**src/rtl/instr_enc_pkg.sv**
```systemverilog
// Shared types for the instruction encoder/loader: op selects, MIPS opcode/funct
// constants, loader FSM states and small field-packing helpers.
package instr_enc_pkg;

    typedef enum logic [4:0] {
        OP_ADD, OP_ADDU, OP_SUB, OP_SUBU, OP_AND, OP_OR, OP_XOR, OP_NOR, OP_SLT,
        OP_SLL, OP_SRL, OP_SRA, OP_SLLV, OP_SRLV, OP_SRAV, OP_JR, OP_JALR,
        OP_ADDI, OP_ADDIU, OP_SLTI, OP_SLTIU, OP_ANDI, OP_ORI, OP_XORI, OP_LUI,
        OP_LW, OP_SW, OP_BEQ, OP_BNE, OP_J, OP_JAL
    } op_sel_e;

    localparam logic [5:0] OPC_RTYPE = 6'h00, OPC_J     = 6'h02, OPC_JAL   = 6'h03,
                           OPC_BEQ   = 6'h04, OPC_BNE   = 6'h05, OPC_ADDI  = 6'h08,
                           OPC_ADDIU = 6'h09, OPC_SLTI  = 6'h0A, OPC_SLTIU = 6'h0B,
                           OPC_ANDI  = 6'h0C, OPC_ORI   = 6'h0D, OPC_XORI  = 6'h0E,
                           OPC_LUI   = 6'h0F, OPC_LW    = 6'h23, OPC_SW    = 6'h2B;

    localparam logic [5:0] FUNCT_SLL  = 6'h00, FUNCT_SRL  = 6'h02, FUNCT_SRA  = 6'h03,
                           FUNCT_SLLV = 6'h04, FUNCT_SRLV = 6'h06, FUNCT_SRAV = 6'h07,
                           FUNCT_JR   = 6'h08, FUNCT_JALR = 6'h09, FUNCT_ADD  = 6'h20,
                           FUNCT_ADDU = 6'h21, FUNCT_SUB  = 6'h22, FUNCT_SUBU = 6'h23,
                           FUNCT_AND  = 6'h24, FUNCT_OR   = 6'h25, FUNCT_XOR  = 6'h26,
                           FUNCT_NOR  = 6'h27, FUNCT_SLT  = 6'h2A;

    typedef enum logic [1:0] {ST_IDLE, ST_LOAD, ST_DRAIN, ST_DONE} state_e;

    typedef struct packed {
        logic        legal;
        logic [31:0] word;
    } enc_t;

    function automatic logic [31:0] r_word(input logic [4:0] rs, input logic [4:0] rt,
                                           input logic [4:0] rd, input logic [4:0] sh,
                                           input logic [5:0] fn);
        return {OPC_RTYPE, rs, rt, rd, sh, fn};
    endfunction

    function automatic logic [31:0] i_word(input logic [5:0] opc, input logic [4:0] rs,
                                           input logic [4:0] rt, input logic [15:0] imm);
        return {opc, rs, rt, imm};
    endfunction

    function automatic logic [31:0] j_word(input logic [5:0] opc, input logic [25:0] tgt);
        return {opc, tgt};
    endfunction

endpackage

```
**src/rtl/instr_enc_fifo.sv**
```systemverilog
// Small synchronous FIFO for encoded words; a pushed word becomes visible at the
// head only on the following cycle (no fall-through).
module instr_enc_fifo #(
    parameter int unsigned DEPTH = 4,
    parameter int unsigned WIDTH = 32
) (
    input  logic             clk,
    input  logic             rst,
    input  logic             push,
    input  logic [WIDTH-1:0] wdata,
    input  logic             pop,
    output logic [WIDTH-1:0] rdata,
    output logic             full,
    output logic             empty
);
    localparam int unsigned PTR_W = $clog2(DEPTH);
    localparam logic [PTR_W:0]   FULL_CNT = DEPTH[PTR_W:0];
    localparam logic [PTR_W-1:0] PTR_ONE  = 1;
    localparam logic [PTR_W:0]   CNT_ONE  = 1;

    logic [WIDTH-1:0] mem_q [DEPTH];
    logic [PTR_W-1:0] wr_ptr_q, wr_ptr_d, rd_ptr_q, rd_ptr_d;
    logic [PTR_W:0]   count_q, count_d;
    logic             push_ok, pop_ok;

    assign full    = (count_q == FULL_CNT);
    assign empty   = (count_q == '0);
    assign push_ok = push && !full;
    assign pop_ok  = pop && !empty;
    assign rdata   = mem_q[rd_ptr_q];

    always_comb begin
        wr_ptr_d = wr_ptr_q;
        rd_ptr_d = rd_ptr_q;
        count_d  = count_q;
        if (push_ok) wr_ptr_d = wr_ptr_q + PTR_ONE;
        if (pop_ok)  rd_ptr_d = rd_ptr_q + PTR_ONE;
        if (push_ok && !pop_ok)      count_d = count_q + CNT_ONE;
        else if (!push_ok && pop_ok) count_d = count_q - CNT_ONE;
    end

    always_ff @(posedge clk) begin
        if (rst) begin
            wr_ptr_q <= '0;
            rd_ptr_q <= '0;
            count_q  <= '0;
        end else begin
            wr_ptr_q <= wr_ptr_d;
            rd_ptr_q <= rd_ptr_d;
            count_q  <= count_d;
        end
    end

    // Storage carries no reset; the pointers alone define what is valid.
    always_ff @(posedge clk) begin
        if (push_ok) mem_q[wr_ptr_q] <= wdata;
    end

endmodule

```
**src/rtl/instr_encoder_loader.sv**
```systemverilog
// Encodes symbolic instruction requests into MIPS words, buffers them and streams
// them into instruction memory at consecutive word addresses.
module instr_encoder_loader
    import instr_enc_pkg::*;
#(
    parameter int unsigned        ADDR_W    = 32,
    parameter logic [ADDR_W-1:0]  BASE_ADDR = '0,
    parameter int unsigned        DEPTH     = 4
) (
    input  logic              clk,
    input  logic              rst,
    input  logic              start,
    input  logic              req_valid,
    output logic              req_ready,
    input  logic [4:0]        req_op,
    input  logic [4:0]        req_rs,
    input  logic [4:0]        req_rt,
    input  logic [4:0]        req_rd,
    input  logic [4:0]        req_shamt,
    input  logic [15:0]       req_imm,
    input  logic [25:0]       req_target,
    input  logic              req_last,
    output logic              imem_we,
    output logic [ADDR_W-1:0] imem_addr,
    output logic [31:0]       imem_wdata,
    input  logic              imem_ready,
    output logic              busy,
    output logic              done,
    output logic              err_illegal,
    output logic [ADDR_W-1:0] instr_count
);
    localparam logic [ADDR_W-1:0] ADDR_STEP = 4;
    localparam logic [ADDR_W-1:0] COUNT_ONE = 1;

    function automatic enc_t encode(input logic [4:0] op, input logic [4:0] rs,
                                    input logic [4:0] rt, input logic [4:0] rd,
                                    input logic [4:0] sh, input logic [15:0] imm,
                                    input logic [25:0] tgt);
        enc_t e;
        e.legal = 1'b1;
        e.word  = '0;
        case (op)
            OP_ADD:   e.word = r_word(rs, rt, rd, 5'd0, FUNCT_ADD);
            OP_ADDU:  e.word = r_word(rs, rt, rd, 5'd0, FUNCT_ADDU);
            OP_SUB:   e.word = r_word(rs, rt, rd, 5'd0, FUNCT_SUB);
            OP_SUBU:  e.word = r_word(rs, rt, rd, 5'd0, FUNCT_SUBU);
            OP_AND:   e.word = r_word(rs, rt, rd, 5'd0, FUNCT_AND);
            OP_OR:    e.word = r_word(rs, rt, rd, 5'd0, FUNCT_OR);
            OP_XOR:   e.word = r_word(rs, rt, rd, 5'd0, FUNCT_XOR);
            OP_NOR:   e.word = r_word(rs, rt, rd, 5'd0, FUNCT_NOR);
            OP_SLT:   e.word = r_word(rs, rt, rd, 5'd0, FUNCT_SLT);
            OP_SLL:   e.word = r_word(5'd0, rt, rd, sh, FUNCT_SLL);
            OP_SRL:   e.word = r_word(5'd0, rt, rd, sh, FUNCT_SRL);
            OP_SRA:   e.word = r_word(5'd0, rt, rd, sh, FUNCT_SRA);
            OP_SLLV:  e.word = r_word(rs, rt, rd, 5'd0, FUNCT_SLLV);
            OP_SRLV:  e.word = r_word(rs, rt, rd, 5'd0, FUNCT_SRLV);
            OP_SRAV:  e.word = r_word(rs, rt, rd, 5'd0, FUNCT_SRAV);
            OP_JR:    e.word = r_word(rs, 5'd0, 5'd0, 5'd0, FUNCT_JR);
            OP_JALR:  e.word = r_word(rs, 5'd0, rd, 5'd0, FUNCT_JALR);
            OP_ADDI:  e.word = i_word(OPC_ADDI, rs, rt, imm);
            OP_ADDIU: e.word = i_word(OPC_ADDIU, rs, rt, imm);
            OP_SLTI:  e.word = i_word(OPC_SLTI, rs, rt, imm);
            OP_SLTIU: e.word = i_word(OPC_SLTIU, rs, rt, imm);
            OP_ANDI:  e.word = i_word(OPC_ANDI, rs, rt, imm);
            OP_ORI:   e.word = i_word(OPC_ORI, rs, rt, imm);
            OP_XORI:  e.word = i_word(OPC_XORI, rs, rt, imm);
            OP_LUI:   e.word = i_word(OPC_LUI, 5'd0, rt, imm);
            OP_LW:    e.word = i_word(OPC_LW, rs, rt, imm);
            OP_SW:    e.word = i_word(OPC_SW, rs, rt, imm);
            OP_BEQ:   e.word = i_word(OPC_BEQ, rs, rt, imm);
            OP_BNE:   e.word = i_word(OPC_BNE, rs, rt, imm);
            OP_J:     e.word = j_word(OPC_J, tgt);
            OP_JAL:   e.word = j_word(OPC_JAL, tgt);
            default:  e.legal = 1'b0;
        endcase
        return e;
    endfunction

    state_e            state_q, state_d;
    logic [ADDR_W-1:0] imem_addr_q, imem_addr_d;
    logic [ADDR_W-1:0] instr_count_q, instr_count_d;
    logic              err_q, err_d;
    logic              busy_q, busy_d;
    logic              done_q, done_d;

    enc_t enc;
    logic fifo_full, fifo_empty;
    logic req_fire, push, pop;

    assign enc = encode(req_op, req_rs, req_rt, req_rd, req_shamt, req_imm, req_target);

    // Qualified with rst so nothing is handshaken during the reset cycle itself.
    assign req_ready = (state_q == ST_LOAD) && !fifo_full && !rst;
    assign imem_we   = !fifo_empty && !rst;
    assign req_fire  = req_valid && req_ready;
    assign push      = req_fire && enc.legal;
    assign pop       = imem_we && imem_ready;

    instr_enc_fifo #(
        .DEPTH (DEPTH),
        .WIDTH (32)
    ) u_fifo (
        .clk   (clk),
        .rst   (rst),
        .push  (push),
        .wdata (enc.word),
        .pop   (pop),
        .rdata (imem_wdata),
        .full  (fifo_full),
        .empty (fifo_empty)
    );

    always_comb begin
        state_d       = state_q;
        imem_addr_d   = imem_addr_q;
        instr_count_d = instr_count_q;
        err_d         = err_q;
        case (state_q)
            ST_IDLE: begin
                if (start) begin
                    state_d       = ST_LOAD;
                    imem_addr_d   = BASE_ADDR;
                    instr_count_d = '0;
                    err_d         = 1'b0;
                end
            end
            ST_LOAD:  if (req_fire && req_last) state_d = ST_DRAIN;
            ST_DRAIN: if (fifo_empty) state_d = ST_DONE;
            ST_DONE:  state_d = ST_IDLE;
            default:  state_d = ST_IDLE;
        endcase
        if (pop) begin
            imem_addr_d   = imem_addr_q + ADDR_STEP;
            instr_count_d = instr_count_q + COUNT_ONE;
        end
        if (req_fire && !enc.legal) err_d = 1'b1;
        busy_d = (state_d != ST_IDLE);
        done_d = (state_d == ST_DONE);
    end

    always_ff @(posedge clk) begin
        if (rst) begin
            state_q       <= ST_IDLE;
            imem_addr_q   <= BASE_ADDR;
            instr_count_q <= '0;
            err_q         <= 1'b0;
            busy_q        <= 1'b0;
            done_q        <= 1'b0;
        end else begin
            state_q       <= state_d;
            imem_addr_q   <= imem_addr_d;
            instr_count_q <= instr_count_d;
            err_q         <= err_d;
            busy_q        <= busy_d;
            done_q        <= done_d;
        end
    end

    assign imem_addr   = imem_addr_q;
    assign instr_count = instr_count_q;
    assign err_illegal = err_q;
    assign busy        = busy_q;
    assign done        = done_q;

endmodule

```
**config.mk**
```make
export PLATFORM = sky130hd
export DESIGN_NAME = instr_encoder_loader
export DESIGN_NICKNAME = d
export VERILOG_FILES = /design/src/rtl/instr_enc_pkg.sv /design/src/rtl/instr_enc_fifo.sv /design/src/rtl/instr_encoder_loader.sv
export SDC_FILE = /design/constraint.sdc
export NUM_CORES = 1
export LEC_CHECK = 0
export ABC_CLOCK_PERIOD_IN_PS = 3400
export BUFFER_PORTS_ARGS = -buffer_cell sky130_fd_sc_hd__clkbuf_2
export CELL_PAD_IN_SITES_DETAIL_PLACEMENT = 1
export CELL_PAD_IN_SITES_GLOBAL_PLACEMENT = 2
export CORE_MARGIN = 2
export CORE_UTILIZATION = 37
export CTS_CLUSTER_SIZE = 30
export DETAILED_ROUTE_END_ITERATION = 12
export HOLD_SLACK_MARGIN = 0.03
export PLACE_DENSITY = 0.79
export RECOVER_POWER = 25
export SETUP_SLACK_MARGIN = 0.02
export SLEW_MARGIN = 40
export SYNTH_ARGS = -nofsm -noshare
export SYNTH_HDL_FRONTEND = slang
export SYNTH_SLANG_ARGS = --single-unit
```
**constraint.sdc**
```tcl
create_clock -name clk -period 3.4 [get_ports clk]
set_input_delay 0.17 -clock clk [delete_from_list [all_inputs] [get_ports clk]]
set_output_delay 0.17 -clock clk [all_outputs]
set_load 0.02 [all_outputs]
```
Yosys cells after proc, flatten, opt, wreduce, memory -nomap -nowiden
Memory sizes are Yosys's and may differ from the RTL's. A register that Yosys moved wholly into a read port is not among the register bits.
Cells that the tools add are included.
Word-level totals
  bits in registers: 76
  bits of input ports: 73
  memory bits (writable): 128
  memories kept: 1
Cells by class
  equality and inequality tests: 35
  reduce and logical (&&, ||, !) cells: 30
  multiplexer cells: 19
  add/sub/neg operators: 6
Memories
  u_fifo.mem_q: words 4, bits a word 32, read ports 1, clocked after memory_dff 1, write ports 1, RTL line instr_enc_fifo.sv:21  | logic [WIDTH-1:0] mem_q [DEPTH];
Operators by type and width (count)
  32-bit case mux with 31 select lines: 1
  32-bit two-way mux: 4
  5-bit equality test, second input constant: 15
  5-bit by 4-bit equality test with 1-bit output, second input constant: 8
  32-bit by 1-bit adder with 32-bit output, second input constant: 1
  32-bit by 3-bit adder with 32-bit output, second input constant: 1
  31-bit OR reduction: 1
  5-bit by 3-bit equality test with 1-bit output, second input constant: 4
  1-bit logical AND: 12
  2-bit nonzero test: 6
  5-bit by 2-bit equality test with 1-bit output, second input constant: 2
  2-bit two-way mux: 5
  2-bit case mux with 4 select lines: 1
  2-bit equality test, second input constant: 3
  1-bit logical NOT: 6
  1-bit two-way mux: 6
  3-bit two-way mux: 2
  5-bit by 1-bit equality test with 1-bit output, second input constant: 1
  5-bit logical NOT: 1
  2-bit by 1-bit adder with 2-bit output, second input constant: 2
  2-bit AND reduction: 2
  3-bit by 1-bit adder with 3-bit output, second input constant: 1
  3-bit equality test, second input constant: 1
  3-bit logical NOT: 1
  other kinds (3): 3

Longest topological paths before layout
Gate-level depths: netlist (run 1).
  depth in word-level cells: 11
  mapped depth: 11
  mapped depth without buffers: 9

Modules after synthesis
A second synthesis (run 1) with hierarchy kept.
Second synthesis, totals
  cell total of the unflattened synthesis: 723
  area, all modules: 9143.8 um^2
By module, submodules not included
  instr_enc_fifo: area each 5132.4 um^2, instances 1, cells an instance 215
  instr_encoder_loader: area each 4011.3 um^2, instances 1, cells an instance 508

Worst setup path after synthesis (run 1)
OpenSTA, ideal clock, no wires.
  kind: register -> register
  from: reg u_fifo.count_q[2]
  to: reg u_fifo.count_q[2]
  buffers on the path: 2
  library setup time: 71 ps
  data arrival time: 2492 ps
  path slack: 838 ps
  period minus slack after synthesis: 2562 ps
  data required time: 3329 ps
  cell stages (with the launch flop): 12
  cells stage by stage: dfxtp_1 -> nor3_4 -> nor2_2 -> inv_2 -> buf_4 -> buf_2 -> ha_1 -> inv_1 -> fa_1 -> xor2_1 -> or3_1 -> a21oi_1
Between the ends
  longest elaborated chain between the ends: 10
  elaborated cells between the ends (all ways): 21
  classes of those cells: add/sub (2); eq/ne (1); mux (2); reduce/logical (16)
RTL lines
  from (decl): RTL line instr_enc_fifo.sv:23  | logic [PTR_W:0] count_q, count_d;
  from (signal assigned): RTL line instr_enc_fifo.sv:50  | count_q <= count_d;
  3-bit equality test: RTL line instr_enc_fifo.sv:26  | assign full = (count_q == FULL_CNT);
  1-bit logical NOT: RTL line instr_enc_fifo.sv:28, instr_encoder_loader.sv:93
  1-bit logical AND (2 in a row): RTL line instr_encoder_loader.sv:93  | assign req_ready = (state_q == ST_LOAD) && !fifo_full && !rst;
  1-bit logical AND: RTL line instr_encoder_loader.sv:95  | assign req_fire = req_valid && req_ready;
  1-bit logical AND: RTL line instr_encoder_loader.sv:96  | assign push = req_fire && enc.legal;
  1-bit logical AND: RTL line instr_enc_fifo.sv:28  | assign push_ok = push && !full;
  1-bit logical NOT: RTL line instr_enc_fifo.sv:39  | else if (!push_ok && pop_ok) count_d = count_q - CNT_ONE;
  1-bit logical AND: RTL line instr_enc_fifo.sv:39
  2-bit nonzero test (no line)
Several ways; a longest one is shown, not always the timed one. The select of a mux whose other input is x is not followed.
A chain may end at the register's enable or synchronous reset.

Worst setup path after layout (run 1)
  from: reg state_q[0]
  to: reg u_fifo.count_q[2]
Between the ends
  longest elaborated chain between the ends: 9
  elaborated cells between the ends (all ways): 11
  classes of those cells: eq/ne (1); mux (1); reduce/logical (9)
RTL lines
  from (decl): RTL line instr_encoder_loader.sv:79  | state_e state_q, state_d;
  from (signal assigned): RTL line instr_encoder_loader.sv:150  | state_q <= state_d;
  2-bit by 1-bit equality test with 1-bit output *: RTL line instr_encoder_loader.sv:93
  1-bit logical AND * (2 in a row): RTL line instr_encoder_loader.sv:93
  1-bit logical AND *: RTL line instr_encoder_loader.sv:95
  1-bit logical AND *: RTL line instr_encoder_loader.sv:96
  1-bit logical AND *: RTL line instr_enc_fifo.sv:28
  1-bit logical NOT: RTL line instr_enc_fifo.sv:39
  1-bit logical AND: RTL line instr_enc_fifo.sv:39
  2-bit nonzero test (no line)
Mark *: on every way between the ends. The rest lies on a longest branch, timed or not.

==> impl_metrics.csv, run 1 <==
group,metric,value,unit
status,status,"finished, final reports clean",
timing,fin_skew,0.01414,ns
clock_tree,clock-root-buffer,"clkbuf_16",
floorplan,core_area,23610,um^2
logic_synthesis,synth-xor-area-share,1.368,%
floorplan,dieArea,25490,um^2
global_routing,antenna_found_initial,0,
drt,routed_wl,23.54,mm
floorplan,die_h,159.6,um
clock_tree,clk_path_buf_depth,2,
timing,slew_headroom,31.48,%
drt,vias,6552,
finish,diodes,0,
drt,first_iter_violations,436,
logic_synthesis,synthTopCellsByArea,"edfxtp_1 42%, dfxtp_1 17%, mux4_2 7.8%",
critical_path,cp-end-kind,"register",
critical_path,start_kind,"register",
drt,ant_nets,0,
clock_tree,cts_tree,"done",
timing,fmax,0.3620,GHz
global_routing,grt_start_max_net_pins,61,
worst_hold_path,hold_class,"in -> reg",
worst_hold_path,hold_depth,3,
critical_path,rrSetupSlack,0.64,ns
finish,layout-drive-gt1-share,23.61,%
logic_synthesis,syn_area_per_cell,12.52,um^2
finish,final_cells,1217,
clock_tree,clock_latency,0.45,ns
logic_synthesis,async_reset_ff_share,0,%
logic_synthesis,synth.top_cells.by_count,"124 x edfxtp_1, 76 x dfxtp_1, 52 x nor2_1",
logic_synthesis,synth_seq_cells,200,
logic_synthesis,synth_edf_count,124,
floorplan,start_util,37.96,%
drt,dr.pass1.iters,6,
placement,portBuffers,170,
drt,via_per_inst,5.384,
critical_path,critPathKind,"reg -> reg",
logic_synthesis,yosysWarningCount,0,
finish,finish.net_count,966,
worst_hold_path,whs_endpoint,"done$_SDFF_PP0_",
critical_path,r2r-end,"u_fifo.count_q[2]$_SDFFE_PP0P_",
logic_synthesis,synth_top_family_by_area,"simple AND/OR/NAND/NOR gates",
timing,hold_viol,0,
clock_tree,clk_pin_slew,0.07,ns
placement,hpwl,16.35,mm
pwr,p_leak,3.753,nW
timing,worst_pin_slew,1.028,ns
logic_synthesis,synthMuxAreaShare,9.673,%
global_routing,grt_pass1_wl,37.06,mm
flow_run,drv_cap,0,
worst_hold_path,hold_path_startpoint,"start",
critical_path,r2r_start,"state_q[0]$_SDFF_PP0_",
pwr,powerDensity,492.9,nW/um^2
placement,pre_cts_ws,0.6591,ns
logic_synthesis,synthAdderAreaFrac,1.200,%
floorplan,num_io_pins,174,
logic_synthesis,yosysTopAreaCellShare,41.54,%
critical_path,cp.arrival,3.13,ns
logic_synthesis,syn_inst,716,
clock_tree,h-tree-depth,4,
drt,route.detailed.drc,0,
timing,rsz0062_at_grt,"no",
floorplan,die_x,159.6,um
placement,placed_cells,1184,
logic_synthesis,synth_most_common_cell,"edfxtp_1",
logic_synthesis,synth-simple-area-share,14.61,%
critical_path,required,3.77,ns
timing,setup_violations,0,
timing,setup-tns-final,0,ns
logic_synthesis,yosys_most_used_dff,"edfxtp_1",
timing,fin_crit,2.762,ns
logic_synthesis,synth.distinct_cells,74,
critical_path,path_max_fanout,8,
logic_synthesis,synth_top_area_cell,"edfxtp_1",
pwr,ir_drop,0.2738,mV
placement,gp_congestion,0.7394,
finish,area_growth,19.75,%
timing,fin_crit_sh,81.25,%
drt,wl_per_cell,19.34,um
logic_synthesis,seq_area_frac_synth,58.51,%
floorplan,rows,56,
logic_synthesis,netlist_area,8964,um^2
critical_path,reg2reg_depth,9,
pwr,power,5.290,mW
timing,fin_ws,0.6376,ns
clock_tree,numCtsBuffers,17,
global_routing,grt_overflow,0,
timing,finalMaxSlewViolations,0,
clock_tree,cts.sinks,200,
logic_synthesis,synth-compound-area-share,11.49,%
global_routing,grt_pass1_vias,6691,
global_routing,grt_use_total,18.52,%
kinds of logic (layout without fill, tap and decap cells):
logic type / Yosys count / after routing
buffers and inverters: 65 / 245
flip-flops: 200 / 200
other: 1 / 3
adder cells (fa/ha/maj): 8 / 8
AO/OA/AOI/OAI: 142 / 142
multiplexers: 47 / 47
XOR/XNOR: 14 / 14
AND/OR/NAND/NOR: 239 / 239
report_power, final:
group	switching [mW]	internal (mW)	leakage [nW]
logic	0.372	0.232	1.72
registers	0.0481	2.63	1.74
clock network	1.02	0.995	0.293
total	1.44	3.85	3.75
metrics by stage:
step	area (um^2)	hold WS (ns)	utilization, %
floorplan	8971	0.2970	-
global placement	10210	0.4532	43.24
detailed placement	10210	0.4619	43.24
CTS	10820	0.05206	45.82
global route	10730	0.07881	45.46
finish	10730	0.05200	45.46
final cells by class:
cell class,count,area [um^2]
clock buffers,17,425.4
flip-flops and latches,200,5246
clock inverters,15,172.7
fillers,2576,12880
multi-input cells,453,3451
inverters,23,86.33
well taps,319,399.1
repair buffers,190,953.4
critical path, stage by stage (launching register included):
cell and delay (ns):
dfxtp_1 0.45, nand2b_1 0.16, a2111oi_4 0.53, and2_0 0.29, ha_1 0.22, inv_1 0.06
fa_1 0.37, xor2_1 0.17, or3_1 0.30, a21oi_1 0.13
repair_timing:
action,4_1_cts,5_1_grt
gates resized for setup,0,0
endpoints found under the hold margin,2,0
hold buffers,1,0
setup buffers,0,0
how the worst max path moves through the flow:
stage	startpoint	to	cells after the start
CTS	u_fifo.count_q[0]$_SDFFE_PP0P_	u_fifo.count_q[2]$_SDFFE_PP0P_	9
global placement	u_fifo.count_q[0]$_SDFFE_PP0P_	u_fifo.count_q[2]$_SDFFE_PP0P_	9
finish	state_q[0]$_SDFF_PP0_	u_fifo.count_q[2]$_SDFFE_PP0P_	9
detailed placement	u_fifo.count_q[0]$_SDFFE_PP0P_	u_fifo.count_q[2]$_SDFFE_PP0P_	9
global route	state_q[0]$_SDFF_PP0_	u_fifo.count_q[2]$_SDFFE_PP0P_	9
floorplan	u_fifo.count_q[2]$_SDFFE_PP0P_	u_fifo.count_q[2]$_SDFFE_PP0P_	11
layout by cell type, fill, tap and decap left out, types with 14 or more instances in the layout:
master	netlist	final
and3_1	14	14
mux4_2	31	31
o21ai_0	26	26
nand2_1	45	45
o211ai_1	17	17
dfxtp_1	76	75
inv_1	21	21
nor2_1	52	51
edfxtp_1	124	124
buf_4	5	15
nand3_1	36	36
clkbuf_2	0	103
clkbuf_16	0	17
a21oi_1	29	29
nand4_1	23	23
clkbuf_1	22	68
registers in the layout, summed over array words and instances, names as in the netlist, named ones only:
signal	flops
imem_addr	30
u_fifo.rd_ptr_q	2
state_q	2
u_fifo.mem_q	124
done	1
instr_count	32
busy	1
u_fifo.count_q	3
err_illegal	1
u_fifo.wr_ptr_q	2
metal layers:
layer	vias up	share of wire, %	global-route usage (%)
met1	3289	45	24.40
met4	0	1.8	5.950
met2	141	49	30.85
li1	3097	-	-
met3	25	4.2	3.610
met5	-	0	0
Power figures use the tool's default switching activity.
==> inputs of run 2 (changes only) <==
ABC_CLOCK_PERIOD_IN_PS = 2250   (was 3400)
CORE_UTILIZATION = 33   (was 37)
PLACE_DENSITY = 0.74   (was 0.79)
clock period = 2.25 ns   (was 3.4 ns; I/O delays follow)
==> run 2 against run 1 <==
Compared with the run above: clock-buffer cell count is the same; sequential share of layout area shrank 2.3 points; die area grew 12%; cell count grew 5.9%; via count grew 2.4%; global-route usage shrank 1.4 points; first-iteration DRC count shrank 7.6%.
==> impl_metrics.csv, run 2 (synthesized netlist as in run 1, its figures left out) <==
group,metric,value,unit
finish,largest_reg_flops,124,
finish,diodes,0,
critical_path,required,2.62,ns
floorplan,die_h,168.8,um
timing,fin_crit_sh,94.60,%
floorplan,dieArea,28500,um^2
finish,mostFrequentLayoutCells,"124 x edfxtp_1, 104 x clkbuf_2, 71 x dfxtp_1, 70 x clkbuf_1, 55 x buf_4",
finish,layout_commonest_cell,"edfxtp_1",
clock_tree,clk_pin_slew,0.09,ns
timing,fin_crit,2.129,ns
clock_tree,clock-root-buffer,"clkbuf_16",
placement,portBuffers,170,
drt,routed_wl,24.17,mm
pwr,p_leak,4.028,nW
finish,layout-drive-gt1-share,28.06,%
floorplan,start_util,33.45,%
worst_hold_path,hold_class,"in -> reg",
timing,setup-tns-final,0,ns
floorplan,die_x,168.8,um
timing,finalMaxSlewViolations,0,
worst_hold_path,hold_depth,3,
finish,final_cells,1289,
clock_tree,numCtsBuffers,17,
floorplan,rows,60,
critical_path,start_kind,"register",
timing,worst_pin_slew,0.7691,ns
critical_path,cp.arrival,2.50,ns
floorplan,core_area,26800,um^2
timing,hold_ws,0.03917,ns
global_routing,grt_overflow,0,
drt,route.detailed.drc,0,
finish,finalInstanceArea,11270,um^2
clock_tree,cts.sinks,200,
clock_tree,h-tree-depth,4,
drt,ant_nets,0,
status,status,"finished, final reports clean",
placement,placed_area,10630,um^2
critical_path,cp-end-kind,"register",
global_routing,grt_use_total,17.07,%
timing,slew_headroom,48.54,%
drt,wl_per_cell,18.75,um
drt,vias,6710,
drt,first_iter_violations,403,
floorplan,num_io_pins,174,
flow_run,drv_cap,0,
timing,fmax,0.4698,GHz
global_routing,grt_pass1_vias,6790,
timing,rsz0062_at_grt,"yes",
placement,hpwl,16.90,mm
finish,regMostFlops,"u_fifo.mem_q",
drt,via_per_inst,5.206,
pwr,powerDensity,747.8,nW/um^2
placement,placed_cells,1250,
clock_tree,clk_path_buf_depth,2,
timing,hold_viol,0,
critical_path,path_max_fanout,2,
global_routing,grt_pass1_wl,38.19,mm
placement,gp_congestion,0.7702,
finish,area_growth,25.75,%
clock_tree,cts_tree,"done",
critical_path,reg2reg_depth,9,
global_routing,antenna_found_initial,0,
finish,finish.net_count,1016,
clock_tree,clock_latency,0.45,ns
critical_path,critPathKind,"reg -> reg",
timing,fin_skew,0.01959,ns
global_routing,grt_start_max_net_pins,33,
drt,dr.pass1.iters,5,
timing,setup_violations,0,
pwr,ir_drop,0.4756,mV
==> run 2: cell count changes in the layout (fill, tap and decap cells not counted), moves of 3 or more <==
cell	delta
dlygate4sd3_1	+5
inv_16	+3
inv_6	-5
buf_4	+40
dfxtp_1	-4
inv_12	+4
dfxtp_2	+4
==> run 2: routing by layer <==
layer | wire length [um] | track usage (%) | vias up
li1 | - | - | 3216
met2 | 12270 | 29.62 | 109
met5 | 0 | 0 | -
met1 | 10850 | 22.25 | 3364
met4 | 250 | 4.685 | 0
met3 | 798 | 2.642 | 21
==> run 2: layout make-up <==
cell class	count	area (um^2)
clock inverters	15	232.7
clock buffers	17	425.4
flip-flops and latches	200	5251
multi-input cells	453	3493
fillers	2915	15530
well taps	341	426.7
inverters	23	86.33
repair buffers	240	1356
==> run 2: path summary, 6_finish.rpt <==
check / endpoint / from / slack (ns)
max: u_fifo.count_q[2]$_SDFFE_PP0P_ / u_fifo.count_q[1]$_SDFFE_PP0P_ / 0.12
min: u_fifo.mem_q[0][7]$_DFFE_PP_ / req_target[7] / 0.04
max reg2reg: u_fifo.count_q[2]$_SDFFE_PP0P_ / u_fifo.count_q[1]$_SDFFE_PP0P_ / 0.12
min reg2reg: instr_count[31]$_SDFFE_PP0P_ / instr_count[31]$_SDFFE_PP0P_ / 0.48
==> run 2: metrics by stage <==
stage | utilization, % | power (mW) | setup slack, ns
global route | 42.06 | 8.775 | -0.007841
detailed placement | 39.66 | 5.164 | -0.07796
global placement | 39.65 | 5.145 | 0.02593
finish | 42.06 | 8.430 | 0.1215
floorplan | - | 4.739 | -0.06992
CTS | 42.38 | 8.550 | 0.06938
==> run 2: report_power, final <==
group | total, mW | switching, mW | internal (mW)
Clock | 3.35 | 1.75 | 1.60
Sequential | 4.00 | 0.0350 | 3.97
Combinational | 1.07 | 0.636 | 0.437
Total | 8.43 | 2.42 | 6.01
==> run 2: worst max-delay path, cell delays in order (launching register included) <==
cell and delay, ns:
dfxtp_2 0.34, nor2_2 0.05, a2111oi_4 0.32, and2_4 0.22, ha_4 0.13, inv_1 0.05, fa_2 0.33, xor2_1 0.17
or3_1 0.32, a21oi_2 0.13
==> run 2: repair_timing <==
action | in CTS | in global routing
gates cloned | 0 | 0
hold endpoints to repair | 15 | 0
resized for setup | 2 | 4
pin swaps | 2 | 0
setup endpoints to repair | 1 | 2
hold buffers | 6 | 0
setup buffers | 1 | 0
==> inputs of run 3 (changes only) <==
ABC_CLOCK_PERIOD_IN_PS = 1950   (was 2250)
clock period = 1.95 ns   (was 2.25 ns; I/O delays follow)
==> run 3 against run 2 <==
Compared with the run above: clock skew decreased by 0.0025 ns; the flow now finishes with violations (negative setup slack); routed wire length rose by 5.2%; core utilization increased by 2.9 points; cell count grew 5.0%; total power increased by 18%; hold slack better by 0.0029 ns; sequential cell count did not move; cell area increased by 6.9%.
==> impl_metrics.csv, run 3 (synthesized netlist as in run 1, its figures left out) <==
group,metric,value,unit
finish,utilization,44.98,%
global_routing,grt_overflow,0,
clock_tree,numCtsBuffers,17,
floorplan,core_area,26800,um^2
timing,rsz0062_at_grt,"yes",
critical_path,path_cells,"a2111oi_4 -> and2_4 -> ha_4 -> inv_2 -> fa_2 -> xor2_1 -> or3_1 -> a21oi_1",
clock_tree,clk_pin_slew,0.09,ns
timing,fin_crit_sh,107.2,%
global_routing,grt_use_total,17.77,%
finish,regMostFlops,"u_fifo.mem_q",
critical_path,cpLargestDelayFamily,"simple AND/OR/NAND/NOR gates",
floorplan,rows,60,
drt,dr.pass1.iters,7,
critical_path,path_max_fanout,2,
floorplan,num_io_pins,174,
floorplan,dieArea,28500,um^2
timing,setup_violations,9,
floorplan,start_util,33.45,%
critical_path,start_kind,"register",
clock_tree,h-tree-depth,4,
finish,finish.net_count,1080,
finish,area_growth,34.48,%
pwr,p_leak,4.557,nW
drt,first_iter_violations,423,
drt,wl_per_cell,18.79,um
drt,vias,6999,
critical_path,crit_buf_inv,1,
critical_path,cp-end-kind,"register",
critical_path,critPathKind,"reg -> reg",
critical_path,slowest_delay,0.37,ns
status,failed_checks,"negative setup slack",
clock_tree,clk_path_buf_depth,2,
placement,gp_congestion,0.7539,
critical_path,required,2.32,ns
worst_hold_path,hold_class,"in -> reg",
drt,routed_wl,25.42,mm
finish,layout-drive-gt1-share,38.04,%
timing,fin_crit,2.091,ns
clock_tree,cts.sinks,200,
floorplan,die_x,168.8,um
pwr,powerDensity,822.7,nW/um^2
clock_tree,clock_latency,0.45,ns
global_routing,grt_start_max_net_pins,47,
pwr,ir_drop,0.6036,mV
timing,finalMaxSlewViolations,0,
clock_tree,clock-root-buffer,"clkbuf_16",
timing,hold_viol,0,
drt,route.detailed.drc,0,
finish,largest_reg_flops,124,
timing,hold_ws,0.04203,ns
placement,pre_cts_ws,-0.3065,ns
finish,fillers,2890,
finish,diodes,0,
timing,fin_skew,0.01710,ns
finish,mostFrequentLayoutCells,"152 x clkbuf_2, 124 x edfxtp_1, 93 x buf_4, 65 x dfxtp_1, 48 x nor2_1",
critical_path,crit_path_top_delay_cell,"a2111oi_4",
timing,fin_ws,-0.1408,ns
flow_run,drv_cap,0,
placement,portBuffers,170,
critical_path,cp.arrival,2.46,ns
clock_tree,cts_tree,"done",
status,status,"finished with violations",
global_routing,antenna_found_initial,0,
timing,slew_headroom,53.87,%
global_routing,grt_pass1_wl,39.51,mm
floorplan,die_h,168.8,um
global_routing,grt_pass1_vias,7095,
timing,worst_pin_slew,0.6893,ns
drt,via_per_inst,5.173,
drt,ant_nets,0,
finish,layout_commonest_cell,"clkbuf_2",
timing,fmax,0.4783,GHz
placement,hpwl,17.32,mm
run 3: cell count changes in the layout (fill, tap and decap cells not counted), moves of 4 or more:
cell	previous run	this run
buf_12	5	9
dlygate4sd3_1	6	21
buf_4	55	93
clkbuf_2	104	152
clkbuf_1	70	23
dfxtp_1	71	65
and3_2	0	6
and3_1	14	8
dfxtp_2	5	10
run 3: area by class of cell:
| class | instances | area (um^2) | area share, % |
|---|---|---|---|
| timing repair buffer | 304 | 2037 | 16.90 |
| sequential | 200 | 5261 | 43.65 |
| inverter | 23 | 86.33 | 0.7162 |
| tap | 341 | 426.7 | 3.540 |
| clock inverter | 15 | 236.5 | 1.962 |
| clock buffer | 17 | 425.4 | 3.529 |
| multi-input combinational | 453 | 3581 | 29.71 |
run 3: layer usage:
layer,GRT usage [%],share of wire [%]
met1,23.54,46
met2,30.20,49
met3,2.759,3.4
met4,5.247,1.3
met5,0,0
run 3: worst paths after layout:
check	startpoint	end	slack (ns)	depth (start not counted)
worst min register to register	instr_count[31]$_SDFFE_PP0P_	instr_count[31]$_SDFFE_PP0P_	0.48	2
worst max-delay path	u_fifo.count_q[2]$_SDFFE_PP0P_	u_fifo.count_q[2]$_SDFFE_PP0P_	-0.14	8
worst min-delay path	req_imm[6]	u_fifo.mem_q[0][6]$_DFFE_PP_	0.04	3
worst max register to register	u_fifo.count_q[2]$_SDFFE_PP0P_	u_fifo.count_q[2]$_SDFFE_PP0P_	-0.14	8
run 3: stage by stage:
step	setup TNS [ns]	cells	instance area, um^2	power, mW
global route	-2.859	1353	12050	10.30
global placement	-1.191	1291	10980	6.006
finish	-0.4548	1353	12050	9.916
detailed placement	-1.841	1291	10980	6.030
CTS	-0.1781	1346	11900	9.941
floorplan	-0.4774	718	9021	5.468
run 3: where the power goes:
group          switching [mW]  internal, mW  total (mW)
registers              0.0500          4.58        4.63
clock network            1.98          1.85        3.83
logic                   0.801         0.654        1.45
run 3: what timing repair did:
action,CTS,global route
setup buffers,1,7
hold endpoints to repair,47,0
endpoints found under the setup margin,21,64
pin swaps,4,6
gates cloned,1,1
hold buffers,21,0
resized for setup,7,30
run 3: tightest hold or removal path: stages:
cell	delay (ns)
clkbuf_2	0.08
a222oi_1	0.08
inv_1	0.10
